`src/rtl/decode_stage.sv`:
```
`default_nettype none
`timescale 1ns/1ps
// ============================================================================
// Module      : decode_stage
// Description : Registered RV32I decode pipeline stage between fetch and
//               execute. Accepts one instruction per cycle over valid/ready,
//               decodes register addresses, ALU op, immediate and operand
//               selects, flags illegal encodings, and presents the result from
//               a single-entry output register. Supports downstream
//               back-pressure and a flush that drops held and incoming work.
// Revision    : 1.0 - initial release
// ============================================================================
// Ports:
//   clk          in   1         clock
//   rst_b        in   1         asynchronous active-low reset
//   flush        in   1         discard held and incoming instruction
//   in_valid     in   1         upstream instruction valid
//   in_ready     out  1         stage can accept this cycle
//   in_instr     in   XLEN      instruction word
//   in_pc        in   XLEN      instruction PC
//   out_valid    out  1         decoded bundle valid
//   out_ready    in   1         downstream accepts bundle
//   out_pc       out  XLEN      registered PC
//   reg_wen      out  1         write rd
//   reg_waddr    out  RF_AW     rd
//   reg_rs1_addr out  RF_AW     rs1 (0 for LUI)
//   reg_rs2_addr out  RF_AW     rs2
//   alu_op       out  ALU_OP_W  ALU operation, {func7[5], func3}
//   use_imm      out  1         operand B = imm
//   use_pc       out  1         operand A = PC
//   imm          out  XLEN      sign-extended immediate
//   mem_rd       out  1         load
//   mem_wr       out  1         store
//   ill_instr    out  1         illegal instruction
// ============================================================================
module decode_stage #(
  parameter int XLEN     = 32,
  parameter int RF_AW    = 5,
  parameter int ALU_OP_W = 4
) (
  input  logic                clk,
  input  logic                rst_b,
  input  logic                flush,
  input  logic                in_valid,
  output logic                in_ready,
  input  logic [XLEN-1:0]     in_instr,
  input  logic [XLEN-1:0]     in_pc,
  output logic                out_valid,
  input  logic                out_ready,
  output logic [XLEN-1:0]     out_pc,
  output logic                reg_wen,
  output logic [RF_AW-1:0]    reg_waddr,
  output logic [RF_AW-1:0]    reg_rs1_addr,
  output logic [RF_AW-1:0]    reg_rs2_addr,
  output logic [ALU_OP_W-1:0] alu_op,
  output logic                use_imm,
  output logic                use_pc,
  output logic [XLEN-1:0]     imm,
  output logic                mem_rd,
  output logic                mem_wr,
  output logic                ill_instr
);

  // --------------------------------------------------------------------------
  // Opcode and function-field constants
  // --------------------------------------------------------------------------
  localparam logic [6:0] c_opc_op     = 7'b0110011;
  localparam logic [6:0] c_opc_op_imm = 7'b0010011;
  localparam logic [6:0] c_opc_lui    = 7'b0110111;
  localparam logic [6:0] c_opc_auipc  = 7'b0010111;
  localparam logic [6:0] c_opc_load   = 7'b0000011;
  localparam logic [6:0] c_opc_store  = 7'b0100011;

  localparam logic [6:0] c_f7_zero    = 7'b0000000;
  localparam logic [6:0] c_f7_alt     = 7'b0100000;

  localparam logic [2:0] c_f3_add_sub = 3'b000;
  localparam logic [2:0] c_f3_sll     = 3'b001;
  localparam logic [2:0] c_f3_srl_sra = 3'b101;

  // --------------------------------------------------------------------------
  // Instruction fields
  // --------------------------------------------------------------------------
  logic [6:0] w_opcode;
  logic [4:0] w_rd;
  logic [2:0] w_func3;
  logic [4:0] w_rs1;
  logic [4:0] w_rs2;
  logic [6:0] w_func7;

  assign w_opcode = in_instr[6:0];
  assign w_rd     = in_instr[11:7];
  assign w_func3  = in_instr[14:12];
  assign w_rs1    = in_instr[19:15];
  assign w_rs2    = in_instr[24:20];
  assign w_func7  = in_instr[31:25];

  // Immediates: the signed casts sign-extend from instr[31] up to XLEN.
  logic [XLEN-1:0] w_imm_i;
  logic [XLEN-1:0] w_imm_s;
  logic [XLEN-1:0] w_imm_u;

  assign w_imm_i = XLEN'($signed(in_instr[31:20]));
  assign w_imm_s = XLEN'($signed({in_instr[31:25], in_instr[11:7]}));
  assign w_imm_u = XLEN'($signed({in_instr[31:12], 12'b0}));

  // --------------------------------------------------------------------------
  // Combinational decode
  // --------------------------------------------------------------------------
  logic                w_reg_wen;
  logic [4:0]          w_rs1_sel;
  logic [ALU_OP_W-1:0] w_alu_op;
  logic                w_use_imm;
  logic                w_use_pc;
  logic [XLEN-1:0]     w_imm;
  logic                w_mem_rd;
  logic                w_mem_wr;
  logic                w_ill;

  always_comb begin
    w_reg_wen = 1'b0;
    w_rs1_sel = w_rs1;
    w_alu_op  = '0;
    w_use_imm = 1'b0;
    w_use_pc  = 1'b0;
    w_imm     = '0;
    w_mem_rd  = 1'b0;
    w_mem_wr  = 1'b0;
    w_ill     = 1'b0;

    case (w_opcode)
      c_opc_op: begin
        w_reg_wen = 1'b1;
        w_alu_op  = ALU_OP_W'({w_func7[5], w_func3});
        // Only SUB and SRA may use the alternate func7.
        if (w_func7 == c_f7_zero) begin
          w_ill = 1'b0;
        end else if (w_func7 == c_f7_alt &&
                     (w_func3 == c_f3_add_sub || w_func3 == c_f3_srl_sra)) begin
          w_ill = 1'b0;
        end else begin
          w_ill = 1'b1;
        end
      end

      c_opc_op_imm: begin
        w_reg_wen = 1'b1;
        w_use_imm = 1'b1;
        w_imm     = w_imm_i;
        // Bit 3 only distinguishes SRAI from SRLI; for the other immediate
        // ops the upper immediate bits are operand, not opcode.
        if (w_func3 == c_f3_srl_sra) begin
          w_alu_op = ALU_OP_W'({w_func7[5], w_func3});
          w_ill    = !(w_func7 == c_f7_zero || w_func7 == c_f7_alt);
        end else if (w_func3 == c_f3_sll) begin
          w_alu_op = ALU_OP_W'({1'b0, w_func3});
          w_ill    = (w_func7 != c_f7_zero);
        end else begin
          w_alu_op = ALU_OP_W'({1'b0, w_func3});
        end
      end

      c_opc_lui: begin
        w_reg_wen = 1'b1;
        w_use_imm = 1'b1;
        w_rs1_sel = 5'd0;
        w_imm     = w_imm_u;
      end

      c_opc_auipc: begin
        w_reg_wen = 1'b1;
        w_use_imm = 1'b1;
        w_use_pc  = 1'b1;
        w_imm     = w_imm_u;
      end

      c_opc_load: begin
        w_reg_wen = 1'b1;
        w_use_imm = 1'b1;
        w_mem_rd  = 1'b1;
        w_imm     = w_imm_i;
        // LB, LH, LW, LBU, LHU
        w_ill     = !(w_func3 == 3'b000 || w_func3 == 3'b001 ||
                      w_func3 == 3'b010 || w_func3 == 3'b100 ||
                      w_func3 == 3'b101);
      end

      c_opc_store: begin
        w_use_imm = 1'b1;
        w_mem_wr  = 1'b1;
        w_imm     = w_imm_s;
        // SB, SH, SW
        w_ill     = !(w_func3 == 3'b000 || w_func3 == 3'b001 ||
                      w_func3 == 3'b010);
      end

      default: begin
        w_ill = 1'b1;
      end
    endcase

    // An illegal instruction must have no architectural side effects; the
    // bundle still goes downstream so execute can raise the trap.
    if (w_ill) begin
      w_reg_wen = 1'b0;
      w_mem_rd  = 1'b0;
      w_mem_wr  = 1'b0;
    end

    // Writes to x0 are suppressed here so the register file needs no guard.
    if (w_rd == 5'd0) begin
      w_reg_wen = 1'b0;
    end
  end

  // --------------------------------------------------------------------------
  // Handshake
  // --------------------------------------------------------------------------
  logic r_valid;
  logic w_in_ready;
  logic w_capture;

  assign w_in_ready = !r_valid || out_ready;
  assign w_capture  = in_valid && w_in_ready && !flush;

  // --------------------------------------------------------------------------
  // Output register. Data fields load only on capture so they never toggle
  // while the slot is empty or held.
  // --------------------------------------------------------------------------
  logic [XLEN-1:0]     r_pc;
  logic                r_reg_wen;
  logic [RF_AW-1:0]    r_waddr;
  logic [RF_AW-1:0]    r_rs1;
  logic [RF_AW-1:0]    r_rs2;
  logic [ALU_OP_W-1:0] r_alu_op;
  logic                r_use_imm;
  logic                r_use_pc;
  logic [XLEN-1:0]     r_imm;
  logic                r_mem_rd;
  logic                r_mem_wr;
  logic                r_ill;

  always_ff @(posedge clk or negedge rst_b) begin
    if (!rst_b) begin
      r_valid   <= 1'b0;
      r_pc      <= '0;
      r_reg_wen <= 1'b0;
      r_waddr   <= '0;
      r_rs1     <= '0;
      r_rs2     <= '0;
      r_alu_op  <= '0;
      r_use_imm <= 1'b0;
      r_use_pc  <= 1'b0;
      r_imm     <= '0;
      r_mem_rd  <= 1'b0;
      r_mem_wr  <= 1'b0;
      r_ill     <= 1'b0;
    end else begin
      if (flush) begin
        r_valid <= 1'b0;
      end else if (w_capture) begin
        r_valid <= 1'b1;
      end else if (out_ready) begin
        r_valid <= 1'b0;
      end

      if (w_capture) begin
        r_pc      <= in_pc;
        r_reg_wen <= w_reg_wen;
        r_waddr   <= RF_AW'(w_rd);
        r_rs1     <= RF_AW'(w_rs1_sel);
        r_rs2     <= RF_AW'(w_rs2);
        r_alu_op  <= w_alu_op;
        r_use_imm <= w_use_imm;
        r_use_pc  <= w_use_pc;
        r_imm     <= w_imm;
        r_mem_rd  <= w_mem_rd;
        r_mem_wr  <= w_mem_wr;
        r_ill     <= w_ill;
      end
    end
  end

  assign in_ready     = w_in_ready;
  assign out_valid    = r_valid;
  assign out_pc       = r_pc;
  assign reg_wen      = r_reg_wen;
  assign reg_waddr    = r_waddr;
  assign reg_rs1_addr = r_rs1;
  assign reg_rs2_addr = r_rs2;
  assign alu_op       = r_alu_op;
  assign use_imm      = r_use_imm;
  assign use_pc       = r_use_pc;
  assign imm          = r_imm;
  assign mem_rd       = r_mem_rd;
  assign mem_wr       = r_mem_wr;
  assign ill_instr    = r_ill;

endmodule
`default_nettype wire

```
`config.mk`:
```
export PLATFORM = sky130hd
export DESIGN_NAME = decode_stage
export DESIGN_NICKNAME = d
export VERILOG_FILES = /design/src/rtl/decode_stage.sv
export SDC_FILE = /design/constraint.sdc
export NUM_CORES = 1
export LEC_CHECK = 0
export ABC_AREA = 1
export BUFFER_PORTS_ARGS = -buffer_cell sky130_fd_sc_hd__buf_2
export CELL_PAD_IN_SITES_DETAIL_PLACEMENT = 1
export CELL_PAD_IN_SITES_GLOBAL_PLACEMENT = 1
export CORE_MARGIN = 2
export CORE_UTILIZATION = 35
export DETAILED_ROUTE_END_ITERATION = 10
export PLACE_DENSITY = 0.85
export SETUP_SLACK_MARGIN = 0.3
export SLEW_MARGIN = 20
export SYNTH_ARGS = -nofsm -noshare
export SYNTH_HDL_FRONTEND = slang
export SYNTH_SLANG_ARGS = --single-unit
```
`constraint.sdc`:
```
create_clock -name clk -period 3.49 [get_ports clk]
set_clock_uncertainty 0.2 [all_clocks]
set_input_delay 0.8725 -clock clk [delete_from_list [all_inputs] [get_ports clk]]
set_output_delay 0.8725 -clock clk [all_outputs]
set_load 0.1 [all_outputs]
```
## After elaboration in Yosys (flattened, before gate mapping)

Index checks and enable logic that the tools add are counted.

| word-level totals | value |
|---|---|
| RAM bits | 0 |
| memory bits (read-only) | 0 |
| bits in latches | 0 |
| register bits after elaboration | 90 |
| memories kept | 0 |
| logic and storage cells | 69 |
| output and inout port bits | 91 |
| bits of input ports | 69 |

| operators by class | value |
|---|---|
| shift operators | 0 |
| bitwise logic cells | 0 |
| muxes and demuxes | 21 |
| add/subtract/negate cells | 0 |
| reduce and logical (&&, ||, !) cells | 24 |
| order comparisons | 0 |
| equality and inequality tests | 11 |
| divide/modulo/power cells | 0 |
| multipliers | 0 |

Operator list:

| operator | count |
|---|---|
| $pmux 32 s3 | 1 |
| $eq 7x6->1 const B | 4 |
| $mux 1 | 16 |
| $eq 7x5->1 const B | 2 |
| $reduce_or 5->1 | 2 |
| $pmux 4 s2 | 1 |
| $eq 7x2->1 const B | 1 |
| $logic_not 7->1 | 1 |
| $logic_or 1x1->1 | 7 |
| $reduce_bool 7->1 | 1 |
| $eq 3x3->1 const B | 2 |
| $logic_not 1->1 | 5 |
| $logic_not 5->1 | 1 |
| $mux 5 | 1 |
| $pmux 1 s5 | 1 |
| $mux 4 | 1 |
| $reduce_or 2->1 | 2 |
| $eq 3x1->1 const B | 1 |
| $eq 3x2->1 const B | 1 |
| $logic_and 1x1->1 | 3 |
| $logic_not 3->1 | 1 |
| $reduce_bool 3->1 | 1 |

## Longest topological paths before layout

| logic depth | value |
|---|---|
| depth after elaboration | 9 |
| gate-level depth with buffers | 11 |
| depth with buffers taken out | 11 |

## Worst setup path after synthesis

Ideal clock, no wire load.

| path | value |
|---|---|
| path kind | register to output |
| start | reg r_valid (netlist: out_valid) |
| end | out in_ready |
| arrival | 1.525 ns |
| slack | 0.892 ns |
| cell stages (with the launch flop) | 4 |
| path buffers | 0 |
| data required time | 2.418 ns |
| path through | dfrtp_1 inv_1 nor2_1 inv_1 |

| on the way | value |
|---|---|
| longest elaborated chain between the ends | 2 |

Ends and longest elaborated chain:

| element | line | text |
|---|---|---|
| from (decl) | 219 | `logic r_valid;` |
| from (signal assigned) | 245 | `r_valid <= 1'b0;` |
| from (signal assigned) | 260 | `r_valid <= 1'b0;` |
| from (signal assigned) | 262 | `r_valid <= 1'b1;` |
| $logic_not 1->1 | 223 | `assign w_in_ready = !r_valid \|\| out_ready;` |
| $logic_or 1x1->1 | 223 |  |
| to (decl) | 45 | `output logic in_ready,` |

Every way passes these cells.

## Final worst setup path

| path | value |
|---|---|
| start | in out_ready |
| end | out in_ready |

| on the way | value |
|---|---|
| longest elaborated chain between the ends | 1 |

Ends and longest elaborated chain:

| element | line | text |
|---|---|---|
| from (decl) | 49 | `input logic out_ready,` |
| $logic_or 1x1->1 | 223 |  |

Every way passes these cells.

==> results.json <==
{
  "status": "complete, no violations",
  "multi_input_area_mm2": 0.00145,
  "design_area_mm2": 0.00519,
  "post-route-drc-count": 0,
  "clock-sinks": 90,
  "grt_pass1_wl_um": 18900,
  "maxCapViolCount": 0,
  "worstSkewPairLatency_ns": 0.33,
  "leakage_nw": 2.98,
  "crit_path_top_delay_cell": "buf_2",
  "ys_types": 24,
  "cts_tree": "built",
  "final-seq-area_mm2": 0.00225,
  "rsz0062_at_grt": "false",
  "drt-pass1-iter-count": 4,
  "die_w_um": 110,
  "drt_wl_total_um": 11700,
  "hold_start": "out_pc[27]",
  "crit_chain": "buf_2 -> nor2_1 -> inv_1 -> buf_2",
  "netlist_instances": 469,
  "critPathBufInv": 3,
  "start_kind": "input port",
  "whs_endpoint": "out_pc[27]",
  "crit_top_cell": "buf_2",
  "grt_antenna_before_repair": 1,
  "post-synth-top-area-fraction": 0.571,
  "cts_max_path_buffers": 2,
  "cp_max_fo": 3,
  "grt_use_total": 0.202,
  "numCtsBuffers": 9,
  "path_clk_slew_ns": 0.06,
  "layout.nets": 692,
  "port_buffers": 159,
  "finalCritPeriodShare": 0.750,
  "ir_drop_mv": 0.293,
  "power_mw": 3.27,
  "hold-path-cell-count": 2,
  "core-area_mm2": 0.0109,
  "wire_per_inst_um": 15.2,
  "post_dp_cell_area_mm2": 0.00488,
  "die-area_mm2": 0.0121,
  "routabilityCongestion": 0.797,
  "cts-hold-fix-buffers": 0,
  "tightest_slew_ns": 0.531,
  "fp-row-count": 38,
  "die_h_um": 110,
  "setup_viol": 0,
  "holdCritPathClass": "reg -> reg",
  "cts-resized-gates": 0,
  "grt_pass1_vias": 3876,
  "htreeDepth": 3,
  "ys_top_cells_by_area": "dfrtp_1 57%, nand2_1 19%, o21ai_0 3.5%, inv_1 3.3%, nor2_1 2.6%",
  "dp.final_hpwl_um": 8360,
  "crit_type": "in -> out",
  "cts_root_buf": "clkbuf_16",
  "critPathArrivalTime_ns": 1.55,
  "grt_max_degree": 116,
  "r2r-start": "out_valid",
  "syn-num-nets": 538,
  "syn_to_final_growth_pct": 31.4,
  "reg2reg_setup_slack_ns": 1.60,
  "n_fill_cell": 1424,
  "drive_gt1_frac": 0.326,
  "finalHoldViolCount": 0,
  "fin_crit_ns": 2.62,
  "p_per_area_mw_per_mm2": 631,
  "overflow": 0,
  "cp.required_ns": 2.42,
  "viasPerCell": 4.79,
  "postCtsSetupBuffers": 0,
  "slew_headroom": 0.646,
  "reg2reg_to": "out_pc[25]",
  "maxClockFrequency_mhz": 382,
  "synth_area_per_cell_um2": 8.42,
  "initial_core_util": 0.361,
  "synth_area_mm2": 0.00395,
  "drt-initial-drc-count": 173,
  "fin_tns_setup_ns": 0,
  "crit_path_end_kind": "output pin",
  "maxSlewViolCount": 0,
  "synth_seq_cells": 90,
  "crit_family": "buffers and inverters",
  "vias": 3684,
  "yosysWarnings": 0,
  "cpPeakStageDelay_ns": 0.45,
  "yosysTopAreaCell": "dfrtp_1",
  "yosysSeqAreaShare": 0.571,
  "r2r_cells": 8,
  "io_pins": 160,
  "drtAntennaViolNets": 0
}
layout make-up:
class / instances / share of cell area
Clock buffer: 12 / 0.0494
Tap cell: 140 / 0.0338
Timing Repair Buffer: 163 / 0.164
Multi-Input combinational cell: 320 / 0.280
Antenna cell: 1 / 0.000482
Clock inverter: 4 / 0.00965
Inverter: 39 / 0.0282
Sequential cell: 90 / 0.434
worst reg2reg max path, stage by stage (launching register included):
cell and delay [ns]:
dfrtp_1 0.38, inv_1 0.06, nor2_1 0.03, inv_1 0.11, nand2_4 0.08, inv_2 0.37
buf_4 0.40, nand2_1 0.10, nand2_1 0.09
synthesized netlist by cell type:
library cell / number
clkbuf_1: 8
o22ai_1: 5
dfrtp_1: 90
nand2_2: 3
o21ai_0: 28
o21a_1: 1
nand3_1: 17
o21ai_2: 5
o211ai_4: 1
nand2_1: 199
buf_2: 9
a21oi_1: 10
buf_8: 1
inv_1: 35
nor4_1: 1
a21oi_2: 10
o31ai_1: 1
buf_4: 2
o21ai_1: 8
inv_2: 4
nor2_1: 27
nand3_2: 1
nor2_8: 2
nand4_1: 1
where the power goes:
part	total, mW	leakage, nW	internal (mW)	switching, mW
Sequential	1.19	1.17	1.14	0.0507
Combinational	1.09	1.66	0.153	0.936
Clock	0.994	0.145	0.594	0.401
Total	3.27	2.98	1.89	1.39
metal layers:
metal	track usage	wire length, µm
met5	0	0
met4	0.0973	319
met3	0.0253	501
met2	0.340	5940
met1	0.257	4970
registers in the layout (all words and copies together), names as in the netlist:
| signal | cells |
|---|---|
| use_pc | 1 |
| use_imm | 1 |
| mem_rd | 1 |
| alu_op | 4 |
| mem_wr | 1 |
| ill_instr | 1 |
| out_valid | 1 |
| out_pc | 32 |
| imm | 32 |
| reg_rs2_addr | 5 |
| reg_waddr | 5 |
| reg_wen | 1 |
| reg_rs1_addr | 5 |
layout by cell type (no fill, tap or decap), drive strengths merged:
master,n
clkbuf,12
o211ai,1
nand3,18
bufinv,1
o31ai,1
o21a,1
nand4,1
o22ai,5
inv,39
nor2,29
nand2,202
dfrtp,90
nor4,1
clkinvlp,2
clkinv,1
a21oi,20
buf,163
o21ai,41
diode,1
per-stage QoR:
stage,util,setup slack [ns],hold WS [ns],cells
3_5_place_dp,0.446,0.873,0.260,752
4_1_cts,0.474,0.872,0.277,768
6_report,0.474,0.872,0.273,769
2_1_floorplan,-,0.892,0.377,469
5_1_grt,0.474,0.841,0.306,769
3_3_place_gp,0.446,0.884,0.257,752
worst max-delay path by stage:
stage / endpoint / from / depth (start not counted) / slack [ns]
2_1_floorplan: in_ready / out_valid / 3 / 0.89
3_3_place_gp: in_ready / out_ready / 4 / 0.88
3_5_place_dp: in_ready / out_ready / 4 / 0.87
4_1_cts: in_ready / out_ready / 4 / 0.87
5_1_grt: in_ready / out_ready / 4 / 0.84
6_report: in_ready / out_ready / 4 / 0.87
cell families after synthesis:
| kind of cell | Yosys count | synth area share |
|---|---|---|
| compound gates | 69 | 0.109 |
| flops | 90 | 0.571 |
| simple gates | 251 | 0.257 |
| buf+inv | 59 | 0.0637 |
Note: power is estimated with default switching activity, not from simulation.
